<file path="src/rtl/uart_apb_stream_bridge_pkg.sv">
// Shared constants for the UART APB stream bridge: register map, STATUS bits,
// error flag positions and the sequencer state encoding.
package uart_bridge_pkg;

    localparam logic [4:0] ADDR_TXDATA = 5'h00;
    localparam logic [4:0] ADDR_RXDATA = 5'h04;
    localparam logic [4:0] ADDR_CTRL1  = 5'h08;
    localparam logic [4:0] ADDR_CTRL2  = 5'h0C;
    localparam logic [4:0] ADDR_STATUS = 5'h10;
    localparam logic [4:0] ADDR_CTRL3  = 5'h14;

    localparam int ST_TXRDY    = 0;
    localparam int ST_RXRDY    = 1;
    localparam int ST_PARITY   = 2;
    localparam int ST_OVERFLOW = 3;
    localparam int ST_FRAMING  = 4;

    localparam int ERR_PARITY   = 0;
    localparam int ERR_OVERFLOW = 1;
    localparam int ERR_FRAMING  = 2;
    localparam int ERR_APB      = 3;

    typedef enum logic [2:0] {
        S_CFG1, S_CFG2, S_CFG3, S_POLL, S_DECIDE, S_RXRD, S_TXWR, S_GAP
    } bridge_state_e;

endpackage

</file>
<file path="src/rtl/uart_apb_xfer.sv">
// Single-transfer APB master phase engine: a start pulse while idle launches one
// SETUP/ACCESS transfer; done pulses in the cycle the slave completes it.
module uart_apb_xfer (
    input  logic       PCLK,
    input  logic       aresetn,
    input  logic       start,
    input  logic [4:0] addr,
    input  logic [7:0] wdata,
    input  logic       write,
    output logic       idle,
    output logic       done,
    output logic [7:0] rdata,
    output logic       slverr,
    output logic [4:0] PADDR,
    output logic       PSEL,
    output logic       PENABLE,
    output logic       PWRITE,
    output logic [7:0] PWDATA,
    input  logic [7:0] PRDATA,
    input  logic       PREADY,
    input  logic       PSLVERR
);

    typedef enum logic [1:0] {X_IDLE, X_SETUP, X_ACCESS} xfer_state_e;

    xfer_state_e state, nstate;

    always_ff @(posedge PCLK or negedge aresetn) begin
        if (!aresetn) state <= X_IDLE;
        else          state <= nstate;
    end

    always_comb begin
        nstate = state;
        case (state)
            X_IDLE:   if (start) nstate = X_SETUP;
            X_SETUP:  nstate = X_ACCESS;
            X_ACCESS: if (PREADY) nstate = X_IDLE;
            default:  nstate = X_IDLE;
        endcase
    end

    // Address/data/direction are captured at launch so they stay stable through completion.
    always_ff @(posedge PCLK or negedge aresetn) begin
        if (!aresetn) begin
            PADDR  <= '0;
            PWDATA <= '0;
            PWRITE <= 1'b0;
        end else if (state == X_IDLE && start) begin
            PADDR  <= addr;
            PWDATA <= wdata;
            PWRITE <= write;
        end
    end

    assign idle    = (state == X_IDLE);
    assign PSEL    = (state != X_IDLE);
    assign PENABLE = (state == X_ACCESS);
    assign done    = PENABLE & PREADY;
    assign rdata   = PRDATA;
    assign slverr  = done & PSLVERR;

endmodule

</file>
<file path="src/rtl/uart_apb_stream_bridge.sv">
// APB master that configures the fabric UART and then polls it, bridging bytes to
// valid/ready streams. Define UART_BRIDGE_CTRL3_EN to also program CTRL3 (BAUD_FRAC).
module uart_apb_stream_bridge
    import uart_bridge_pkg::*;
#(
    parameter logic [12:0] BAUD_VAL   = 13'd1,
    parameter bit          BIT8       = 1'b1,
    parameter bit          PARITY_EN  = 1'b0,
    parameter bit          ODD_N_EVEN = 1'b0,
    parameter logic [2:0]  BAUD_FRAC  = 3'd0,
    parameter int          POLL_GAP   = 4
) (
    input  logic       PCLK,
    input  logic       aresetn,
    input  logic [7:0] tx_data,
    input  logic       tx_valid,
    output logic       tx_ready,
    output logic [7:0] rx_data,
    output logic       rx_valid,
    input  logic       rx_ready,
    output logic [4:0] PADDR,
    output logic       PSEL,
    output logic       PENABLE,
    output logic       PWRITE,
    output logic [7:0] PWDATA,
    input  logic [7:0] PRDATA,
    input  logic       PREADY,
    input  logic       PSLVERR,
    output logic       init_done,
    output logic [3:0] err_flags,
    input  logic       err_clr
);

    localparam int GAP_W = (POLL_GAP > 0) ? $clog2(POLL_GAP + 1) : 1;
    localparam logic [GAP_W-1:0] GAP_LAST = GAP_W'((POLL_GAP > 0) ? POLL_GAP - 1 : 0);
    localparam bridge_state_e AFTER_XFER = (POLL_GAP == 0) ? S_POLL : S_GAP;
`ifdef UART_BRIDGE_CTRL3_EN
    localparam bridge_state_e LAST_CFG = S_CFG3;
`else
    localparam bridge_state_e LAST_CFG = S_CFG2;
`endif

    bridge_state_e    state, nstate;
    logic             x_start, x_write, x_idle, x_done, x_slverr;
    logic [4:0]       x_addr;
    logic [7:0]       x_wdata, x_rdata;
    logic             rxrdy_q, txrdy_q;
    logic [GAP_W-1:0] gap_cnt;

    uart_apb_xfer u_xfer (
        .PCLK    (PCLK),
        .aresetn (aresetn),
        .start   (x_start),
        .addr    (x_addr),
        .wdata   (x_wdata),
        .write   (x_write),
        .idle    (x_idle),
        .done    (x_done),
        .rdata   (x_rdata),
        .slverr  (x_slverr),
        .PADDR   (PADDR),
        .PSEL    (PSEL),
        .PENABLE (PENABLE),
        .PWRITE  (PWRITE),
        .PWDATA  (PWDATA),
        .PRDATA  (PRDATA),
        .PREADY  (PREADY),
        .PSLVERR (PSLVERR)
    );

    always_ff @(posedge PCLK or negedge aresetn) begin
        if (!aresetn) state <= S_CFG1;
        else          state <= nstate;
    end

    // Every transfer state launches its access as soon as the engine is idle again.
    always_comb begin
        nstate  = state;
        x_start = 1'b0;
        x_addr  = ADDR_STATUS;
        x_wdata = 8'h00;
        x_write = 1'b0;
        case (state)
            S_CFG1: begin
                x_start = x_idle;
                x_addr  = ADDR_CTRL1;
                x_wdata = BAUD_VAL[7:0];
                x_write = 1'b1;
                if (x_done) nstate = S_CFG2;
            end
            S_CFG2: begin
                x_start = x_idle;
                x_addr  = ADDR_CTRL2;
                x_wdata = {BAUD_VAL[12:8], ODD_N_EVEN, PARITY_EN, BIT8};
                x_write = 1'b1;
`ifdef UART_BRIDGE_CTRL3_EN
                if (x_done) nstate = S_CFG3;
`else
                if (x_done) nstate = S_POLL;
`endif
            end
            S_CFG3: begin
                x_start = x_idle;
                x_addr  = ADDR_CTRL3;
                x_wdata = {5'b0, BAUD_FRAC};
                x_write = 1'b1;
                if (x_done) nstate = S_POLL;
            end
            S_POLL: begin
                x_start = x_idle;
                if (x_done) nstate = S_DECIDE;
            end
            S_DECIDE: begin
                if (rxrdy_q && !rx_valid)     nstate = S_RXRD;
                else if (txrdy_q && tx_valid) nstate = S_TXWR;
                else                          nstate = AFTER_XFER;
            end
            S_RXRD: begin
                x_start = x_idle;
                x_addr  = ADDR_RXDATA;
                if (x_done) nstate = AFTER_XFER;
            end
            S_TXWR: begin
                x_start = x_idle;
                x_addr  = ADDR_TXDATA;
                x_wdata = tx_data;
                x_write = 1'b1;
                if (x_done) nstate = AFTER_XFER;
            end
            S_GAP: if (gap_cnt == GAP_LAST) nstate = S_POLL;
            default: nstate = S_CFG1;
        endcase
    end

    assign tx_ready = (state == S_TXWR) && x_done;

    always_ff @(posedge PCLK or negedge aresetn) begin
        if (!aresetn)            gap_cnt <= '0;
        else if (state != S_GAP) gap_cnt <= '0;
        else                     gap_cnt <= gap_cnt + 1'b1;
    end

    always_ff @(posedge PCLK or negedge aresetn) begin
        if (!aresetn) begin
            init_done <= 1'b0;
            rxrdy_q   <= 1'b0;
            txrdy_q   <= 1'b0;
            rx_data   <= 8'h00;
            rx_valid  <= 1'b0;
        end else begin
            if (state == LAST_CFG && x_done) init_done <= 1'b1;
            if (state == S_POLL && x_done) begin
                rxrdy_q <= x_rdata[ST_RXRDY];
                txrdy_q <= x_rdata[ST_TXRDY];
            end
            if (state == S_RXRD && x_done) begin
                rx_data  <= x_rdata;
                rx_valid <= 1'b1;
            end else if (rx_valid && rx_ready) begin
                rx_valid <= 1'b0;
            end
        end
    end

    // Sticky error collection; a clear wins over any set in the same cycle.
    always_ff @(posedge PCLK or negedge aresetn) begin
        if (!aresetn) begin
            err_flags <= '0;
        end else if (err_clr) begin
            err_flags <= '0;
        end else begin
            if (x_slverr) err_flags[ERR_APB] <= 1'b1;
            if (state == S_POLL && x_done) begin
                err_flags[ERR_PARITY]   <= err_flags[ERR_PARITY]   | x_rdata[ST_PARITY];
                err_flags[ERR_OVERFLOW] <= err_flags[ERR_OVERFLOW] | x_rdata[ST_OVERFLOW];
                err_flags[ERR_FRAMING]  <= err_flags[ERR_FRAMING]  | x_rdata[ST_FRAMING];
            end
        end
    end

endmodule

</file>
<file path="config.mk">
export PLATFORM = sky130hd
export DESIGN_NAME = uart_apb_stream_bridge
export DESIGN_NICKNAME = d
export VERILOG_FILES = /design/src/rtl/uart_apb_stream_bridge_pkg.sv /design/src/rtl/uart_apb_xfer.sv /design/src/rtl/uart_apb_stream_bridge.sv
export SDC_FILE = /design/constraint.sdc
export NUM_CORES = 1
export LEC_CHECK = 0
export CAP_MARGIN = 5
export CORE_MARGIN = 2
export CORE_UTILIZATION = 30
export DETAILED_ROUTE_END_ITERATION = 6
export GPL_TIMING_DRIVEN = 1
export PLACE_DENSITY = 0.64
export RECOVER_POWER = 100
export SLEW_MARGIN = 10
export SYNTH_ARGS = -nofsm -noshare
export SYNTH_HDL_FRONTEND = slang
export SYNTH_HIERARCHICAL = 1
export SYNTH_SLANG_ARGS = --single-unit
</file>
<file path="constraint.sdc">
create_clock -name PCLK -period 2.8 [get_ports PCLK]
set_clock_uncertainty 0.15 [all_clocks]
set_input_delay 0.7 -clock PCLK [delete_from_list [all_inputs] [get_ports PCLK]]
set_output_delay 0.7 -clock PCLK [all_outputs]
set_load 0.01 [all_outputs]
</file>
==> metrics.txt <==
maximum vdd drop 330 uV; Synthesis Warnings 6; maxcap violations 0; vias in the first global route approximately 1200; P&R area growth vs syn 33.3%; crit-path max cell delay ~0.47 ns; Crit path top cell by count and2_0; CP bufs+invs 2; required time worst endpoint 1.95 ns; Tot GR Track Use 11.3%; critical path arrival 1.77 ns; Syn Inst Count 140; first-pass GRT wire length 5.60 mm; later-pin clock latency in the skew report 0.29 ns; Non-Filler Instances around 270; routability cong. 0.724; Yosys reg bits 38; TritonCTS buffer count 5; number of I/O port buffers 53; largest net degree at the start of global routing 39; CP Class in -> out; commonest non-fill, non-tap cells in the layout dfrtp_1, dlygate4sd3_1, clkdlybuf4s50_1; CP endpoint kind output port; Seq/Total Area, Yosys a little over half; fin crit share 93.5%; drt drc 0; dpl cells 263; htree depth 2; CTS Buffer Depth 2; Root Buffer clkbuf_8; Routed Antenna Nets 0; Netlist cell types 32; I/O Pins 54; Chip Height 80.9 um; DR iter-0 viols 33; Final Hold Viols 0; syn avg cell area 12.7 um2; leakage power 1.14 nW; clk sink count 38; Top delay family on crit path buffers and inverters; Worst-Margin Slew approximately 0.96 ns; commonest non-fill, non-tap cell in the layout dfrtp_1; outcome finished clean; CTS Hold Bufs 0; post-DP HPWL 2.41 mm; critical path cell sequence clkdlybuf4s50_1, and2_0, and2_0, dlygate4sd2_1; RSZ-0062 raised after global routing false; Power Total 0.00198 W; setup tns final 0 ns; Cell Rows 28; slew margin rel. 36.3%; TritonCTS clock tree built; multi-input logic area 639 um2; vias 1193; overflow left after global routing 0; via density per instance 4.40; initial antenna violation count 0; fraction of layout cells with a size suffix above 1 17.9%; Crit-path slowest cell clkdlybuf4s50_1; Starting Density 30.5%; Die Wd 80.9 um; critical path fanouts, max 2; final setup vio count 0; Achievable Freq 382 MHz; Core Box Area 0.00582 mm2; die area 0.00655 mm2; PwrDens 837 mW/mm2; final wirelength 3.41 mm; FF/Latch Area 951 um2; Post-layout nets 220; post-route minimum period ~2.6 ns; drt wl/cell 12.6 um; Critical Path Start Type input port; hold_ws around 0.28 ns; worst hold path type reg -> reg; Syn Std Cell Area 0.00178 mm2; Clk pin slew, worst setup/hold paths about 0.08 ns; Post-CTS Repair Setup Buffers 0; Slew Limit Fails 0; Finished Core Util 40.7%; # diodes 0; first drt pass iteration count 3; Filler Cell Count 605
==> per-stage QoR <==
stage	worst slack, ns	area [um2]
2_1_floorplan	0.818	1780
3_3_place_gp	-0.0682	2340
3_5_place_dp	-0.0639	2340
4_1_cts	0.194	2430
5_1_grt	0.109	2370
6_report	0.182	2370
==> registers in the layout (all words and copies together), names as in the netlist <==
register,count
u_xfer/PADDR,5
u_xfer/PWRITE,1
rx_data,8
state,3
err_flags,4
u_xfer/PWDATA,8
init_done,1
u_xfer/state,2
rx_valid,1
txrdy_q,1
rxrdy_q,1
gap_cnt,3
==> routing by layer <==
layer,share of wire [%],up-vias,wire (um),track usage (%)
met5,0,-,0,0
met4,1.5,0,50,4.58
met3,5.7,8,193,3.56
met2,46,34,1580,18.7
met1,46,583,1580,13.8
li1,-,568,-,-
==> power by group <==
group / switching [W] / leakage, nW / internal (W) / total [W]
clock: 0.000188 / 0.0482 / 0.000199 / 0.000386
sequential: 0.0000690 / 0.497 / 0.000687 / 0.000756
combinational: 0.000381 / 0.599 / 0.000457 / 0.000839
==> cells in the mapped netlist (all sizes together) <==
cell,n,area (um2)
a21oi,5,25.0
mux2i,1,10.0
inv,6,22.5
a31o,1,8.76
a31oi,1,6.26
mux2,25,315
nand3,4,32.5
a2bb2oi,1,8.76
and3,1,6.26
nor3b,1,18.8
xnor2,1,8.76
or2,1,6.26
conb,1,3.75
nor2,13,51.3
ha,2,25.0
nand2,1,3.75
dfrtp,38,951
and2b,2,18.8
buf,14,116
and4b,1,10.0
a311oi,1,8.76
nand2b,5,31.3
a21o,2,15.0
o21ai,3,15.0
and2,9,56.3
==> logic make-up (layout without fill, tap and decap cells) <==
kind of cell / Yosys count / count (layout) / synth area share (%)
XOR/XNOR: 1 / 1 / 0.493
multiplexers: 26 / 26 / 18.3
other: 1 / 2 / 0.211
buffers and inverters: 20 / 75 / 7.82
AND/OR/NAND/NOR: 38 / 38 / 13.2
flip-flops: 38 / 38 / 53.6
adder cells (fa/ha/maj): 2 / 2 / 1.41
AO/OA/AOI/OAI: 14 / 14 / 4.93
==> what timing repair did <==
item	4_1_cts	5_1_grt
resized for setup	1	0
endpoints found under the hold margin	0	0
setup endpoints to repair	1	0
==> final cells by class <==
cell class / instances / share of cell area [%]
Multi-Input combinational cell: 83 / 27.0
Tap cell: 75 / 3.96
Timing Repair Buffer: 61 / 24.0
Sequential cell: 38 / 40.2
Clock inverter: 1 / 0.211
Inverter: 6 / 0.951
Clock buffer: 7 / 3.65
==> worst paths after layout <==
check                                startpoint                           end  slack (ns)  depth (start not counted)
min                        gap_cnt[0]$_DFF_PN0_          gap_cnt[0]$_DFF_PN0_        0.28                          1
min reg2reg                gap_cnt[0]$_DFF_PN0_          gap_cnt[0]$_DFF_PN0_        0.28                          1
min in group asynchronous               aresetn  u_xfer/PWDATA[3]$_DFFE_PN0P_        0.41                          1
max reg2reg                state[0]$_DFFE_PN0P_  u_xfer/PWDATA[5]$_DFFE_PN0P_        0.40                          6
max in group asynchronous               aresetn      err_flags[3]$_DFFE_PN0P_        1.50                          1
max                                      PREADY                      tx_ready        0.18                          4
No activity file was read; power rests on OpenSTA's default activity.
